$ cat config.mk
export PLATFORM = sky130hd
export DESIGN_NAME = vx_hamming_dec
export DESIGN_NICKNAME = d
export VERILOG_FILES = /design/src/rtl/vx_hamming_dec.sv
export SDC_FILE = /design/constraint.sdc
export NUM_CORES = 1
export LEC_CHECK = 0
export BUFFER_PORTS_ARGS = -buffer_cell sky130_fd_sc_hd__buf_2
export CAP_MARGIN = 40
export CORE_ASPECT_RATIO = 0.5
export CORE_UTILIZATION = 43
export DETAILED_ROUTE_END_ITERATION = 7
export PLACE_DENSITY_LB_ADDON = 0.1
export RECOVER_POWER = 100
export SYNTH_ARGS = -nofsm -noshare
export SYNTH_HDL_FRONTEND = slang
export SYNTH_SLANG_ARGS = --single-unit
$ cat constraint.sdc
create_clock -name clk -period 2.2 [get_ports clk]
set_input_delay 0.11 -clock clk [delete_from_list [all_inputs] [get_ports clk]]
set_output_delay 0.11 -clock clk [all_outputs]
set_load 0.05 [all_outputs]
$ cat src/rtl/vx_hamming_dec.sv
// Two-stage pipelined SECDED decoder for extended-Hamming codewords on the cache read-return path.
// Optional saturating error counters are enabled with `define VX_HAMMING_DEC_CNT_EN.
module vx_hamming_dec #(
    parameter int unsigned DATA_BITS    = 15,
    parameter int unsigned HAMMING_BITS =
        ((1 << 2) >= DATA_BITS + 3)  ? 2 :
        ((1 << 3) >= DATA_BITS + 4)  ? 3 :
        ((1 << 4) >= DATA_BITS + 5)  ? 4 :
        ((1 << 5) >= DATA_BITS + 6)  ? 5 :
        ((1 << 6) >= DATA_BITS + 7)  ? 6 :
        ((1 << 7) >= DATA_BITS + 8)  ? 7 :
        ((1 << 8) >= DATA_BITS + 9)  ? 8 :
        ((1 << 9) >= DATA_BITS + 10) ? 9 : 10,
    parameter int unsigned ENCODED_BITS = DATA_BITS + HAMMING_BITS + 1,
    parameter int unsigned CNT_WIDTH    = 16
) (
    input  logic                    clk,
    input  logic                    reset,
    input  logic                    valid_in,
    output logic                    ready_in,
    input  logic [ENCODED_BITS-1:0] encoded_in,
    output logic                    valid_out,
    input  logic                    ready_out,
    output logic [DATA_BITS-1:0]    data_out,
    output logic                    err_corrected,
    output logic                    err_double,
    output logic [HAMMING_BITS-1:0] syndrome_out
`ifdef VX_HAMMING_DEC_CNT_EN
    ,
    input  logic                    cnt_clear,
    output logic [CNT_WIDTH-1:0]    cnt_corrected,
    output logic [CNT_WIDTH-1:0]    cnt_double
`endif
);

    if (DATA_BITS == 0 || CNT_WIDTH == 0) begin : g_param_check
        $error("vx_hamming_dec: DATA_BITS and CNT_WIDTH must be non-zero");
    end

    // Highest Hamming position number; a larger syndrome cannot be a single-bit error.
    localparam logic [HAMMING_BITS-1:0] MAX_POS = HAMMING_BITS'(ENCODED_BITS - 1);

    logic stall;

    // Stage 1 state
    logic                    s1_valid_q;
    logic [ENCODED_BITS-1:0] s1_code_q;
    logic [HAMMING_BITS-1:0] s1_syn_q;
    logic                    s1_par_q;

    // Stage 2 state
    logic                    valid_q;
    logic [DATA_BITS-1:0]    data_q;
    logic                    corr_q;
    logic                    dbl_q;
    logic [HAMMING_BITS-1:0] syn_q;

    logic [HAMMING_BITS-1:0] syn_d;
    logic                    par_d;
    logic [ENCODED_BITS-1:0] fixed;
    logic [DATA_BITS-1:0]    data_d;
    logic                    corr_d;
    logic                    dbl_d;

    assign stall    = valid_q & ~ready_out;
    assign ready_in = ~stall;

    always_comb begin
        syn_d = '0;
        for (int i = 0; i < ENCODED_BITS - 1; i++) begin
            for (int k = 0; k < HAMMING_BITS; k++) begin
                if (((i + 1) >> k) % 2 == 1) begin
                    syn_d[k] = syn_d[k] ^ encoded_in[i];
                end
            end
        end
        par_d = ^encoded_in;
    end

    always_comb begin
        int j;
        fixed  = s1_code_q;
        corr_d = 1'b0;
        dbl_d  = 1'b0;
        data_d = '0;
        j      = 0;
        if (s1_syn_q == '0) begin
            // Zero syndrome with odd parity means only the overall parity bit flipped.
            corr_d = s1_par_q;
        end else if (s1_par_q && (s1_syn_q <= MAX_POS)) begin
            corr_d = 1'b1;
            for (int i = 0; i < ENCODED_BITS - 1; i++) begin
                if (s1_syn_q == HAMMING_BITS'(i + 1)) begin
                    fixed[i] = ~fixed[i];
                end
            end
        end else begin
            dbl_d = 1'b1;
        end
        for (int i = 0; i < ENCODED_BITS - 1; i++) begin
            if ((((i + 1) & i) != 0) && (j < DATA_BITS)) begin
                data_d[j] = fixed[i];
                j = j + 1;
            end
        end
    end

    always_ff @(posedge clk or posedge reset) begin
        if (reset) begin
            s1_valid_q <= 1'b0;
            s1_code_q  <= '0;
            s1_syn_q   <= '0;
            s1_par_q   <= 1'b0;
            valid_q    <= 1'b0;
            data_q     <= '0;
            corr_q     <= 1'b0;
            dbl_q      <= 1'b0;
            syn_q      <= '0;
        end else if (!stall) begin
            s1_valid_q <= valid_in;
            s1_code_q  <= encoded_in;
            s1_syn_q   <= syn_d;
            s1_par_q   <= par_d;
            valid_q    <= s1_valid_q;
            data_q     <= data_d;
            corr_q     <= corr_d;
            dbl_q      <= dbl_d;
            syn_q      <= s1_syn_q;
        end
    end

    assign valid_out     = valid_q;
    assign data_out      = data_q;
    assign err_corrected = corr_q;
    assign err_double    = dbl_q;
    assign syndrome_out  = syn_q;

`ifdef VX_HAMMING_DEC_CNT_EN
    logic                 out_fire;
    logic [CNT_WIDTH-1:0] cnt_corr_q;
    logic [CNT_WIDTH-1:0] cnt_dbl_q;

    assign out_fire = valid_q & ready_out;

    always_ff @(posedge clk or posedge reset) begin
        if (reset) begin
            cnt_corr_q <= '0;
            cnt_dbl_q  <= '0;
        end else if (cnt_clear) begin
            cnt_corr_q <= '0;
            cnt_dbl_q  <= '0;
        end else begin
            if (out_fire && corr_q && (cnt_corr_q != '1)) begin
                cnt_corr_q <= cnt_corr_q + 1'b1;
            end
            if (out_fire && dbl_q && (cnt_dbl_q != '1)) begin
                cnt_dbl_q <= cnt_dbl_q + 1'b1;
            end
        end
    end

    assign cnt_corrected = cnt_corr_q;
    assign cnt_double    = cnt_dbl_q;
`endif

endmodule

==> flow_summary.ini, run 1 <==
[run_status]
status = complete, no violations

[route]
drt_iter0_drc = 58
avgViaCountPerCell = 4.65
detail_route.wl_per_cell_um = 13.5
dr.pass1.iters = 4
wl_um = 4990
ant_nets = 0
drc = 0
routed-via-count = 1721

[placement]
io_buffers = 48
dp.cells = 360
hpwl_um = 3750
place_area_um2 = 2610
gp_congestion = 0.769

[layout]
area_growth_pct = 17.7
final_cell_area_um2 = 2700
fin_cells = 370
postLayoutCoreUtil_pct = 53.7
antenna_cells = 0
drive_above_1_share_pct = 13.0
fin_nets = 324

[yosys]
yosysSeqAreaShare_pct = 49.1
syn-cell-area_um2 = 2290
yosysWarnings = 0
synth_fp_nets = 277
synth.avg_cell_area_um2 = 9.10
ys_ff_latch = 45
syn_inst = 252
synth.distinct_cells = 22

[sta]
max_slew.worst_pin.slew_ns = 1.09
hold_viol = 0
fin_crit_sh_pct = 84.1
tns_ns = 0
fin_skew_ns = 0.00765
setup_viol = 0
worst_hold_slack_ns = 0.0472
relSlewSlack_pct = 27.5
period_needed_ns = 1.85
fmax_ghz = 0.541
rsz0062_at_grt = no
drv_slew = 0

[pwr]
ir_drop_v = 0.000562
power.density_nw_per_um2 = 1160
pwr-share-clk_pct = 20.7
switching_share_pct = 43.3
p_sw_w = 0.00136
internal_power_w = 0.00178
p_leak_nw = 1.20
pwr-share-seq_pct = 39.5
p_comb_share_pct = 39.8

[worst_setup_path]
required_ns = 2.09
cp-startpoint = valid_out
r2r_cells = 5
worstReg2RegStart = valid_out
worst_path_largest_cell_delay_ns = 0.52
worst-path-max-fanout = 16
crit_type = reg -> out
r2r_end = s1_code_q[8]
crit_chain = nor2b_1, inv_1, clkbuf_1
r2r_slack_ns = 0.43
arrival_ns = 1.74
cp-end-kind = primary output
start_kind = flip-flop
crit_end = ready_in
worst_path_max_delay_cell = clkbuf_1

[clocking]
worstSkewPairLatency_ns = 0.30
cts.sinks = 45
clk_pin_slew_ns = 0.08
cts_buffers = 5
cts_resized = 0
cts_setup_buffers = 0
tritoncts = built
clockBufferDepth = 2
cts_htree_levels = 2
clk_root_buffer_cell = clkbuf_8
hold_buffers = 2

[flow_run]
max_cap_viol_count = 0

[floorplan]
die_w_um = 105
start_util_pct = 45.6
die_y_um = 53.6
core_area_um2 = 5020
ios = 49
dieArea_um2 = 5640
num_rows = 18

[global_route]
grt_pass1_wl_um = 8180
antenna_found_initial = 0
grt.total_usage_pct = 20.0
first_global_vias = 1600
grt_max_degree = 61
grt_overflow = 0

[min_path]
hold_path_class = in -> reg
==> worst min path at each step <==
stage                              from            end  depth (start not counted)
final                     encoded_in[4]   s1_code_q[4]                          3
after global placement            reset  err_corrected                          3
after floorplan                valid_in     s1_valid_q                          2
after detailed placement          reset  err_corrected                          3
after global routing      encoded_in[5]   s1_code_q[5]                          3
after CTS                 encoded_in[4]   s1_code_q[4]                          3
==> layout make-up <==
type / count / area (um2)
Sequential cell: 45 / 1130
Multi-Input combinational cell: 190 / 1100
Clock inverter: 2 / 37.5
Timing Repair Buffer: 54 / 250
Fill cell: 495 / 2320
Clock buffer: 6 / 82.6
Inverter: 3 / 11.3
Tap cell: 70 / 87.6
==> metal layers <==
metal / part of all wire, % / wire length [um] / vias to the layer above / global-route usage (%)
met5: 0 / 0 / - / 0
met4: 0.62 / 31 / 0 / 5.40
met3: 6.3 / 312 / 5 / 5.57
met2: 40 / 1990 / 49 / 28.9
met1: 53 / 2660 / 782 / 29.3
li1: - / - / 885 / -
==> cell usage in the layout, fill, tap and decap left out, types with 3 or more instances in the layout <==
cell,n
nor2b_1,3
nor2_1,4
dfrtp_1,45
clkbuf_8,6
nand2b_1,3
xor2_1,18
xnor2_1,28
buf_2,23
nand3_1,3
a21oi_1,4
nor3b_1,3
nor3_1,4
nand2_1,88
clkbuf_1,26
o21ai_0,22
==> critical path, delay by kind of cell (launching register included) <==
family | cells | cell delay [ns]
buf+inv | 2 | 0.92
flops | 1 | 0.38
simple gates | 1 | 0.14
==> synthesized netlist by cell type (all sizes together) <==
cell type  instances  share of area (%)
xnor3              2                2.0
nor2               4               0.65
nand4              1               0.27
xor2              19                7.6
nand2b             3               0.82
dfrtp             45                 49
nand3              3               0.65
or2                1               0.27
nand2             88                 14
nor3               4               0.87
nand3b             2               0.65
clkbuf            14                2.3
nor3b              3               0.98
xnor2             29                 11
a21oi              4               0.87
o21ai             22                4.8
nor2b              3               0.82
or3b               1               0.38
mux2               1               0.65
inv                3               0.49
==> cells by family (layout without fill, tap and decap cells) <==
kind of cell | Yosys count | after routing | synth area share (%)
multiplexers | 1 | 1 | 0.655
AND/OR/NAND/NOR | 113 | 113 | 20.8
flip-flops | 45 | 45 | 49.1
buffers and inverters | 17 | 65 | 2.78
XOR/XNOR | 50 | 50 | 21.0
AO/OA/AOI/OAI | 26 | 26 | 5.68
==> power by group through the flow <==
| stage | logic, W | clock network [W] | registers, W |
|---|---|---|---|
| 2_1_floorplan | 0.000602 | 0 | 0.00161 |
| 3_3_place_gp | 0.00128 | 0 | 0.00124 |
| 3_5_place_dp | 0.00129 | 0 | 0.00125 |
| 4_1_cts | 0.00130 | 0.000672 | 0.00124 |
| 5_1_grt | 0.00135 | 0.000706 | 0.00128 |
| 6_report | 0.00125 | 0.000651 | 0.00124 |
==> registers in the layout (all words and copies together), names as in the netlist <==
signal,count
data_out,15
err_corrected,1
err_double,1
s1_code_q,15
s1_par_q,1
s1_syn_q,5
s1_valid_q,1
syndrome_out,5
valid_out,1
==> through the flow <==
stage                     setup WS, ns  power [W]
final                            0.350    0.00314
after global routing             0.213    0.00333
after CTS                        0.496    0.00321
after detailed placement         0.477    0.00255
after global placement           0.564    0.00251
after floorplan                 0.0181    0.00221
(Power assumes the default switching activity.)
==> inputs of run 2 (changes only) <==
clock period = 1.9 ns   (was 2.2 ns; I/O delays follow)
==> run 2 against run 1 <==
  * Utilization decreased by 0.75 points
  * Sequential share of layout area increased by 0.59 points
  * Clock power shrank 17%
  * Sequential cell count did not move
  * Clock-buffer cell count down 1
  * Largest cell class unchanged
  * Largest power group unchanged
  * Highest routed layer unchanged
==> flow_summary.ini, run 2 (synthesis gave the netlist of run 1 again) <==
[run_status]
status = complete, no violations

[route]
drc = 0
wl_um = 4880
ant_nets = 0
avgViaCountPerCell = 4.62
routed-via-count = 1706
drt_iter0_drc = 122
detail_route.wl_per_cell_um = 13.2
dr.pass1.iters = 4

[clocking]
clk_pin_slew_ns = 0.08
worstSkewPairLatency_ns = 0.29
clockBufferDepth = 2
cts_setup_buffers = 0
cts_htree_levels = 2
cts_buffers = 5
cts.sinks = 45
tritoncts = built
clk_root_buffer_cell = clkbuf_8

[worst_setup_path]
start_kind = flip-flop
worstReg2RegStart = s1_syn_q[4]
crit_end = data_out[8]
arrival_ns = 1.82
worst-path-max-fanout = 4
r2r_slack_ns = 0.24
r2r_cells = 5
crit_type = reg -> reg
cp-end-kind = flip-flop
cp-startpoint = s1_syn_q[4]
required_ns = 2.05
r2r_end = data_out[8]

[placement]
io_buffers = 48
hpwl_um = 3700
gp_congestion = 0.782
pre_cts_ws_ns = 0.207
place_area_um2 = 2610

[layout]
drive_above_1_share_pct = 13.0
final_cell_area_um2 = 2660
antenna_cells = 0
layout_commonest_cell = nand2_1
fin_nets = 325
final_cell_mix = nand2_1 (88), dfrtp_1 (45), xnor2_1 (28)
postLayoutCoreUtil_pct = 53.0
area_growth_pct = 16.0

[sta]
drv_slew = 0
fmax_ghz = 0.601
period_needed_ns = 1.66
tns_ns = 0
max_slew.worst_pin.slew_ns = 1.09
rsz0062_at_grt = no
setup_viol = 0
fin_crit_sh_pct = 87.5
relSlewSlack_pct = 27.3
fin_ws_ns = 0.237
fin_skew_ns = 0.00402
hold_viol = 0

[pwr]
p_sw_w = 0.00154
pwr-share-seq_pct = 41.2
pwr-share-clk_pct = 15.7
switching_share_pct = 44.9
p_leak_nw = 1.19
internal_power_w = 0.00188
ir_drop_v = 0.000540
power.density_nw_per_um2 = 1280
p_comb_share_pct = 43.0

[floorplan]
die_w_um = 105
start_util_pct = 45.6
die_y_um = 53.6
core_area_um2 = 5020
dieArea_um2 = 5640
num_rows = 18
ios = 49

[global_route]
grt.total_usage_pct = 19.0
grt_overflow = 0
grt_max_degree = 61
antenna_found_initial = 0
grt_pass1_wl_um = 7890
first_global_vias = 1531

[min_path]
hold_path_class = in -> reg

[flow_run]
max_cap_viol_count = 0
-- run 2: cell count changes in the layout (fill, tap and decap cells not counted) --
cell / change
clkbuf_1: -1
buf_4: +1
clkinvlp_4: -1
clkinv_2: +1
clkbuf_8: -1
bufinv_16: -1
clkbuf_2: +1
-- run 2: per-layer routing --
layer	vias to the layer above	GRT usage (%)	part of all wire, %	wire length [um]
met4	0	2.82	0.31	15
met3	2	5.21	8.4	412
met5	-	0	0	0
met1	767	29.3	54	2630
li1	882	-	-	-
met2	55	26.5	37	1820
-- run 2: cell type report --
type | instances | area [um2]
Clock buffer | 5 | 68.8
Inverter | 3 | 11.3
Fill cell | 510 | 2360
Timing Repair Buffer | 55 | 259
Clock inverter | 1 | 5.00
Sequential cell | 45 | 1130
Tap cell | 70 | 87.6
Multi-Input combinational cell | 190 | 1100
-- run 2: power groups by stage --
stage / registers [W] / clock network (W) / logic [W]
floorplan: 0.00187 / 0 / 0.000697
global route: 0.00145 / 0.000584 / 0.00159
detailed placement: 0.00142 / 0 / 0.00153
finish: 0.00141 / 0.000538 / 0.00147
CTS: 0.00140 / 0.000555 / 0.00154
global placement: 0.00141 / 0 / 0.00152
-- run 2: timing repair --
action / CTS / global route
hold buffers: 2 / 0
resized for setup: 0 / 0
hold endpoints to repair: 46 / 0
-- run 2: worst min path at each step --
stage / start / cells past startpoint / to / slack [ns]
2_1_floorplan: valid_in / 2 / s1_valid_q / 0.21
3_3_place_gp: reset / 3 / err_corrected / 0.27
3_5_place_dp: reset / 3 / err_corrected / 0.26
4_1_cts: encoded_in[2] / 3 / s1_code_q[2] / 0.05
5_1_grt: encoded_in[2] / 3 / s1_code_q[2] / 0.07
6_report: encoded_in[2] / 3 / s1_code_q[2] / 0.06
-- run 2: per-stage QoR --
stage | hold slack (ns) | power [W] | cells
after CTS | 0.0535 | 0.00350 | 369
after floorplan | 0.207 | 0.00256 | 252
after global routing | 0.0652 | 0.00363 | 369
after detailed placement | 0.262 | 0.00296 | 361
after global placement | 0.265 | 0.00293 | 361
final | 0.0555 | 0.00342 | 369
-- run 2: worst max-delay path: stages, from the launching register on --
cell and delay, ns:
dfrtp_1 0.43, nand2b_1 0.20, nor3b_1 0.46, nand3_1 0.16, xor2_1 0.20, o21ai_0 0.09
